===== config.mk =====
export PLATFORM = sky130hd
export DESIGN_NAME = match_ctrl
export DESIGN_NICKNAME = d
export VERILOG_FILES = /design/src/rtl/match_ctrl.sv
export SDC_FILE = /design/constraint.sdc
export NUM_CORES = 1
export LEC_CHECK = 0
export BUFFER_PORTS_ARGS = -buffer_cell sky130_fd_sc_hd__buf_2
export CAP_MARGIN = 20
export CORE_MARGIN = 5
export CORE_UTILIZATION = 55
export CTS_CLUSTER_DIAMETER = 80
export DETAILED_ROUTE_END_ITERATION = 6
export GPL_TIMING_DRIVEN = 0
export HOLD_SLACK_MARGIN = 0.15
export PLACE_DENSITY_LB_ADDON = 0.15
export SLEW_MARGIN = 5
export SYNTH_ARGS = -nofsm -noshare
export SYNTH_HDL_FRONTEND = slang
export SYNTH_SLANG_ARGS = --single-unit

===== constraint.sdc =====
create_clock -name clk -period 2.5 [get_ports clk]
set_input_delay 0.125 -clock clk [delete_from_list [all_inputs] [get_ports clk]]
set_output_delay 0.125 -clock clk [all_outputs]
set_load 0.005 [all_outputs]

===== src/rtl/match_ctrl.sv =====
// Match/round controller for N-player best-of rounds: free-running game tick,
// countdown before each round, round result scoring, post-round hold and
// match-over detection.
// Optional feature macro: MATCH_CTRL_PAUSE_EN adds a PAUSED phase (phase 5)
// toggled by pause_req while in PLAY. Without it pause_req is ignored.
module match_ctrl #(
    parameter int N_PLAYERS       = 2,
    parameter int WIN_ROUNDS      = 3,
    parameter int TICK_DIV        = 3333334,
    parameter int COUNTDOWN_TICKS = 90,
    parameter int END_TICKS       = 60,
    localparam int SW             = $clog2(WIN_ROUNDS + 1),
    localparam int PW             = (N_PLAYERS > 2) ? $clog2(N_PLAYERS) : 1,
    localparam int TW             = $clog2(TICK_DIV)
) (
    input  logic                    clk,
    input  logic                    rstn,
    input  logic                    game_reset,
    input  logic [N_PLAYERS-1:0]    ready,
    input  logic [N_PLAYERS-1:0]    alive,
    input  logic                    pause_req,
    output logic                    game_tick,
    output logic                    play_tick,
    output logic                    play_en,
    output logic                    round_reset,
    output logic [2:0]              phase,
    output logic [7:0]              countdown,
    output logic [7:0]              round_num,
    output logic [N_PLAYERS*SW-1:0] scores,
    output logic [PW-1:0]           round_winner,
    output logic                    round_draw,
    output logic                    match_over,
    output logic [PW-1:0]           match_winner
);

    typedef enum logic [2:0] {
        IDLE       = 3'd0,
        COUNTDOWN  = 3'd1,
        PLAY       = 3'd2,
        ROUND_END  = 3'd3,
        MATCH_OVER = 3'd4,
        PAUSED     = 3'd5
    } phase_t;

    phase_t                  state, state_next;
    logic [TW-1:0]           tick_cnt;
    logic [7:0]              end_cnt, end_next;
    logic [7:0]              countdown_next, round_num_next;
    logic [N_PLAYERS*SW-1:0] scores_next;
    logic [PW-1:0]           winner_next, match_winner_next;
    logic                    draw_next, match_over_next, round_reset_next, play_en_next;
    logic                    hard_reset;
    logic [3:0]              alive_cnt;
    logic [PW-1:0]           alive_idx;
    logic                    champ_found;
    logic [PW-1:0]           champ_idx;

    assign hard_reset = !rstn || game_reset;
    assign phase      = state;
    assign play_tick  = game_tick & play_en;

    // Free-running tick divider; game_tick is the registered wrap indication
    always_ff @(posedge clk) begin
        if (hard_reset) begin
            tick_cnt  <= '0;
            game_tick <= 1'b0;
        end else begin
            tick_cnt  <= (tick_cnt == TW'(TICK_DIV - 1)) ? '0 : tick_cnt + TW'(1);
            game_tick <= (tick_cnt == TW'(TICK_DIV - 1));
        end
    end

    // Count surviving players and find the (sole) survivor's index
    always_comb begin
        alive_cnt = '0;
        alive_idx = '0;
        for (int i = 0; i < N_PLAYERS; i++) begin
            if (alive[i]) begin
                alive_cnt = alive_cnt + 4'd1;
                alive_idx = PW'(i);
            end
        end
    end

    // Detect a player that has reached the match-winning score
    always_comb begin
        champ_found = 1'b0;
        champ_idx   = '0;
        for (int i = 0; i < N_PLAYERS; i++) begin
            if (scores[i*SW +: SW] == SW'(WIN_ROUNDS)) begin
                champ_found = 1'b1;
                champ_idx   = PW'(i);
            end
        end
    end

    // Phase sequencing and next values for all round/match bookkeeping
    always_comb begin
        state_next        = state;
        countdown_next    = countdown;
        end_next          = end_cnt;
        round_num_next    = round_num;
        scores_next       = scores;
        winner_next       = round_winner;
        draw_next         = round_draw;
        match_over_next   = match_over;
        match_winner_next = match_winner;
        round_reset_next  = 1'b0;
        play_en_next      = play_en;
        case (state)
            IDLE: begin
                if (&ready) begin
                    state_next       = COUNTDOWN;
                    countdown_next   = 8'(COUNTDOWN_TICKS);
                    round_reset_next = 1'b1;
                end
            end
            COUNTDOWN: begin
                if (game_tick) begin
                    countdown_next = countdown - 8'd1;
                    if (countdown == 8'd1) begin
                        state_next   = PLAY;
                        play_en_next = 1'b1;
                    end
                end
            end
            PLAY: begin
`ifdef MATCH_CTRL_PAUSE_EN
                if (pause_req) begin
                    state_next   = PAUSED;
                    play_en_next = 1'b0;
                end else
`endif
                if (alive_cnt <= 4'd1) begin
                    state_next     = ROUND_END;
                    play_en_next   = 1'b0;
                    end_next       = 8'(END_TICKS);
                    round_num_next = (round_num == 8'hFF) ? 8'hFF : round_num + 8'd1;
                    if (alive_cnt == 4'd1) begin
                        draw_next   = 1'b0;
                        winner_next = alive_idx;
                        for (int i = 0; i < N_PLAYERS; i++) begin
                            if (PW'(i) == alive_idx) begin
                                scores_next[i*SW +: SW] = scores[i*SW +: SW] + SW'(1);
                            end
                        end
                    end else begin
                        draw_next = 1'b1;
                    end
                end
            end
            ROUND_END: begin
                if (game_tick) begin
                    end_next = end_cnt - 8'd1;
                    if (end_cnt == 8'd1) begin
                        if (champ_found) begin
                            state_next        = MATCH_OVER;
                            match_over_next   = 1'b1;
                            match_winner_next = champ_idx;
                        end else begin
                            state_next       = COUNTDOWN;
                            countdown_next   = 8'(COUNTDOWN_TICKS);
                            round_reset_next = 1'b1;
                        end
                    end
                end
            end
            MATCH_OVER: begin
                state_next = MATCH_OVER;
            end
            PAUSED: begin
`ifdef MATCH_CTRL_PAUSE_EN
                if (pause_req) begin
                    state_next   = PLAY;
                    play_en_next = 1'b1;
                end
`else
                state_next = IDLE;
`endif
            end
            default: begin
                state_next = IDLE;
            end
        endcase
    end

    // State and bookkeeping registers; either reset source clears everything
    always_ff @(posedge clk) begin
        if (hard_reset) begin
            state        <= IDLE;
            countdown    <= '0;
            end_cnt      <= '0;
            round_num    <= '0;
            scores       <= '0;
            round_winner <= '0;
            round_draw   <= 1'b0;
            match_over   <= 1'b0;
            match_winner <= '0;
            round_reset  <= 1'b0;
            play_en      <= 1'b0;
        end else begin
            state        <= state_next;
            countdown    <= countdown_next;
            end_cnt      <= end_next;
            round_num    <= round_num_next;
            scores       <= scores_next;
            round_winner <= winner_next;
            round_draw   <= draw_next;
            match_over   <= match_over_next;
            match_winner <= match_winner_next;
            round_reset  <= round_reset_next;
            play_en      <= play_en_next;
        end
    end

endmodule


==> run summary <==
The flow ran to the end, and the final reports show no timing, DRC or antenna violations. Insertion delay of the later-clocked pin in the worst-skew pair: 0.33 ns. After clock tree synthesis, the clock-pin slew on the worst setup and hold paths is 0.07 ns. The post-route netlist has 19.0% of its cells at a drive strength greater than 1. Number of enable-type register cells in the synthesized netlist: 0. The repair_antennas step left the layout with diodes totalling 0. Subtracting the final worst setup slack from the clock period gives 2.21 ns.

Average wire length per cell after detail routing: 14.1 µm. In this run the vertical extent of the chip is 84.9 µm. The layer flagged by global routing as most heavily used is met2. The number of sinks driven by the clock tree is 60, and the cell count after placement is 455. The power density over the cells was 538 nW/µm².

The run gives 7210 µm² as the die outline area. Sequential elements use 38.9% of the synthesized area. The die is 84.9 µm wide.

After the last flow step, the layout net total stands at 414. The number of maximum-capacitance constraint violations was 0. Of all flip-flops after synthesis, the portion carrying an async set or reset was 0%. The worst setup path is of the primary input to flop kind. After Yosys synthesis, full adders, half adders and majority gates account for 4.46% of the synthesized area. Row generation in the floorplan step produced 27 rows. The main flop type after synthesis was sky130_fd_sc_hd__dfxtp_1.

The post-synthesis compound-gate area fraction works out to 17.1%. By instance count, the cell type seen most on the critical path is sky130_fd_sc_hd__buf_2. The logs give 4890 µm for the detailed-placement wirelength estimate and 2 for the deepest clock path buffer count. CTS placed an instance of sky130_fd_sc_hd__clkbuf_8 at the clock tree root.

The run gives 0 as the number of antenna violations at the first check in global routing. For this run, global-route usage on met1 was measured as 22.9%. The tools report the via count of the first global-routing pass as 2504.

The run gives 5470 µm² as the core area. The weighted congestion reported at the end of routability-driven placement was 0.834; the number of top-level design ports was 39. After Yosys synthesis, XOR and XNOR cells account for 6.81% of the synthesized area. In this run the number of H-tree levels came out at 3. Global routing finished with a remaining overflow of 0. Of the available clock period, the critical path in the final layout requires 88.3%. In this run, the number of DRC markers left after iteration 0 of detailed routing was 164. Of the post-synthesis cell area, the part taken by muxes is 1.99%. TritonCTS built the clock tree. The Yosys step of the flow raised 0 warnings. In this run, CTS created clock tree buffers numbering 9. For this run, the slowest stage of the critical path takes 0.53 ns. After synthesis the netlist holds a flip-flop and latch count of 60. The kind of end point of the critical path is a flop.

At the worst endpoint, the required time is 2.77 ns. Clock skew on the completed layout was measured at 0.0115 ns. The number of buffer and inverter instances along the worst setup path works out to 3.

The effective utilization at floorplan was 56.4%. For the number of hold buffers added after CTS, the log shows 1. Relative area change from synthesis to final layout: 15.8%. Setup violations remaining at the end of the flow were counted as 0.

The gate count after technology mapping is 346, and the slew of the pin with the lowest slew margin is 0.772 ns. The post-synthesis area per instance was 8.92 µm²; the highest net fanout along the worst path was 6. Synthesis produced a netlist with a net count of 365. The logs give 0.231 ns for the post-route worst hold slack and 0 for the number of nets still failing antenna checks after routing. Counting the fill cells in the layout gives 506. Walking the worst path, the cells encountered are dlygate4sd3_1, buf_2, ha_1, or4b_1, buf_2, a2111oi_4, xor2_1, and3_1. Buffers placed on the I/O ports in this run total 37.

Dominant combinational cell family by area after synthesis: simple AND/OR/NAND/NOR gates. After routing the design area is 3570 µm². Wire length after detailed routing: 6640 µm.

The slowest cell on the critical path was sky130_fd_sc_hd__dlygate4sd3_1. The setup slack of the worst register-to-register path was 0.31 ns. For met3 alone, demand over resource in global routing was 3.79%. In this run the tightest slew margin relative to its limit is 48.4%.

After detailed routing, the number of vias per cell comes to 5.64. Once the clock tree was built, the resizer swapped 0 gates to a different size. The peak clock frequency supported by timing was 453 MHz; the largest net degree at the start of global routing was 11. The cell leakage power was 1.33 nW; the distinct cell type count of the synthesized netlist was 56. Once placement finished, the instance area stood at 3360 µm². The simple-gate area share of the yosys netlist was 26.6%. Broken down by cell family, the worst path's largest delay share belongs to buffers and inverters.

The total count of max-transition violations in the final report came out at 0. The routed layout has 2664 vias. For this run, the total global-route usage over all layers was measured as 19.3%. For this run, the detailed router's first-pass iteration total came to 4. The tools report the peak supply drop as 0.000483 V. In this run the post-CTS setup repair buffer count came out at 0. After detailed routing, the number of remaining DRC violations is 0. The first global-routing pass estimated 11500 µm of wire. The summed negative setup slack over all endpoints is 0 ns. The kind of path behind the tightest hold check was primary input to flop.

Setup repair after global routing left no endpoint under its margin. For the arrival time at the worst endpoint, the log shows 2.48 ns. For the number of failing hold endpoints at the final stage, the log shows 0. The tools report the final non-filler cell total as 472. Global routing consumed, on the met2 layer, 34.3% of the routing resources. The summed instance area of the synthesized netlist is 3090 µm². The tools report the kind of start point of the critical path as a primary input.
## Yosys cell counts (3+ instances only)
library cell,instances,area (µm²)
sky130_fd_sc_hd__or4_1,7,52.6
sky130_fd_sc_hd__nor4_1,7,43.8
sky130_fd_sc_hd__and3_1,4,25.0
sky130_fd_sc_hd__o21ai_0,8,40.0
sky130_fd_sc_hd__and4_1,5,43.8
sky130_fd_sc_hd__nand4_1,10,62.6
sky130_fd_sc_hd__a211oi_1,5,37.5
sky130_fd_sc_hd__o31ai_1,6,45.0
sky130_fd_sc_hd__buf_2,5,25.0
sky130_fd_sc_hd__xnor2_1,14,123
sky130_fd_sc_hd__a21oi_1,23,115
sky130_fd_sc_hd__nor2b_1,3,18.8
sky130_fd_sc_hd__xor2_1,10,87.6
sky130_fd_sc_hd__dfxtp_1,60,1200
sky130_fd_sc_hd__a31oi_1,11,68.8
sky130_fd_sc_hd__clkbuf_1,10,37.5
sky130_fd_sc_hd__ha_1,11,138
sky130_fd_sc_hd__nand2b_1,3,18.8
sky130_fd_sc_hd__nor3b_1,4,30.0
sky130_fd_sc_hd__inv_1,13,48.8
sky130_fd_sc_hd__nand2_1,20,75.1
sky130_fd_sc_hd__mux2i_1,5,50.1
sky130_fd_sc_hd__nand3_1,9,45.0
sky130_fd_sc_hd__nor3_1,8,40.0
sky130_fd_sc_hd__nor2_1,37,139
sky130_fd_sc_hd__or3_1,5,31.3
sky130_fd_sc_hd__a2111oi_4,3,82.6
## worst register-to-register path: cells and delay by family, from the launching register on
family | cells | cell delay, ns
simple gates | 2 | 0.56
flops | 1 | 0.34
compound gates | 2 | 0.92
fa+ha+maj | 1 | 0.24
## flip-flops by register name, indices dropped and copies added, names as in the netlist, 3 cells and up
signal	count
round_num	8
scores	4
countdown	8
phase	3
end_cnt	8
tick_cnt	22
## layout by cell type, fill, tap and decap left out, drive strengths merged, types with 9 or more instances in the layout
master,count
a21oi,23
a31oi,11
buf,45
clkbuf,22
dfxtp,60
ha,11
inv,13
nand2,21
nand3,9
nand4,10
nor2,37
nor3,10
xnor2,14
xor2,10
## path summary, 6_finish.rpt
check,start,end,cells after the start
max,alive[1],end_cnt[6]$_SDFFE_PP0P_,8
min,ready[1],round_reset$_SDFF_PP0_,5
max reg2reg,scores[2]$_SDFFE_PP0P_,countdown[2]$_SDFFE_PP0P_,5
min reg2reg,match_over$_SDFFE_PP0P_,match_over$_SDFFE_PP0P_,2
## where the power goes
part           switching, mW  total [mW]  internal, mW
clock                  0.362       0.874         0.511
sequential           0.00747       0.969         0.962
combinational         0.0506      0.0821        0.0315
total                  0.420        1.92          1.50
## metal layers
metal  up-vias  part of all wire (%)
met1      1244                    45
met4         0                  0.74
met5         -                     0
met3         6                   3.1
li1       1370                     -
met2        44                    52
## layout make-up
cell class	count	area (µm²)	share of cell area [%]
inverter	13	48.8	1.37
timing repair buffer	38	195	5.46
multi-input combinational	255	1760	49.1
clock inverter	4	47.5	1.33
tap	72	90.1	2.52
buffer	18	81.3	2.28
clock buffer	12	155	4.34
sequential	60	1200	33.6
## cells by family after synthesis
logic type / count (synthesis)
buf+inv: 31
flops: 60
fa+ha+maj: 11
simple gates: 143
mux: 6
compound gates: 71
xor+xnor: 24
## through the flow
stage               utilization, %  total power, mW  worst slack, ns
floorplan                        -             1.04            0.543
global placement              61.4             1.07            0.323
detailed placement            61.4             1.07            0.343
CTS                           65.3             1.95            0.298
global route                  65.3             2.01            0.175
finish                        65.3             1.92            0.293
No activity file was read; power rests on OpenSTA's default activity.
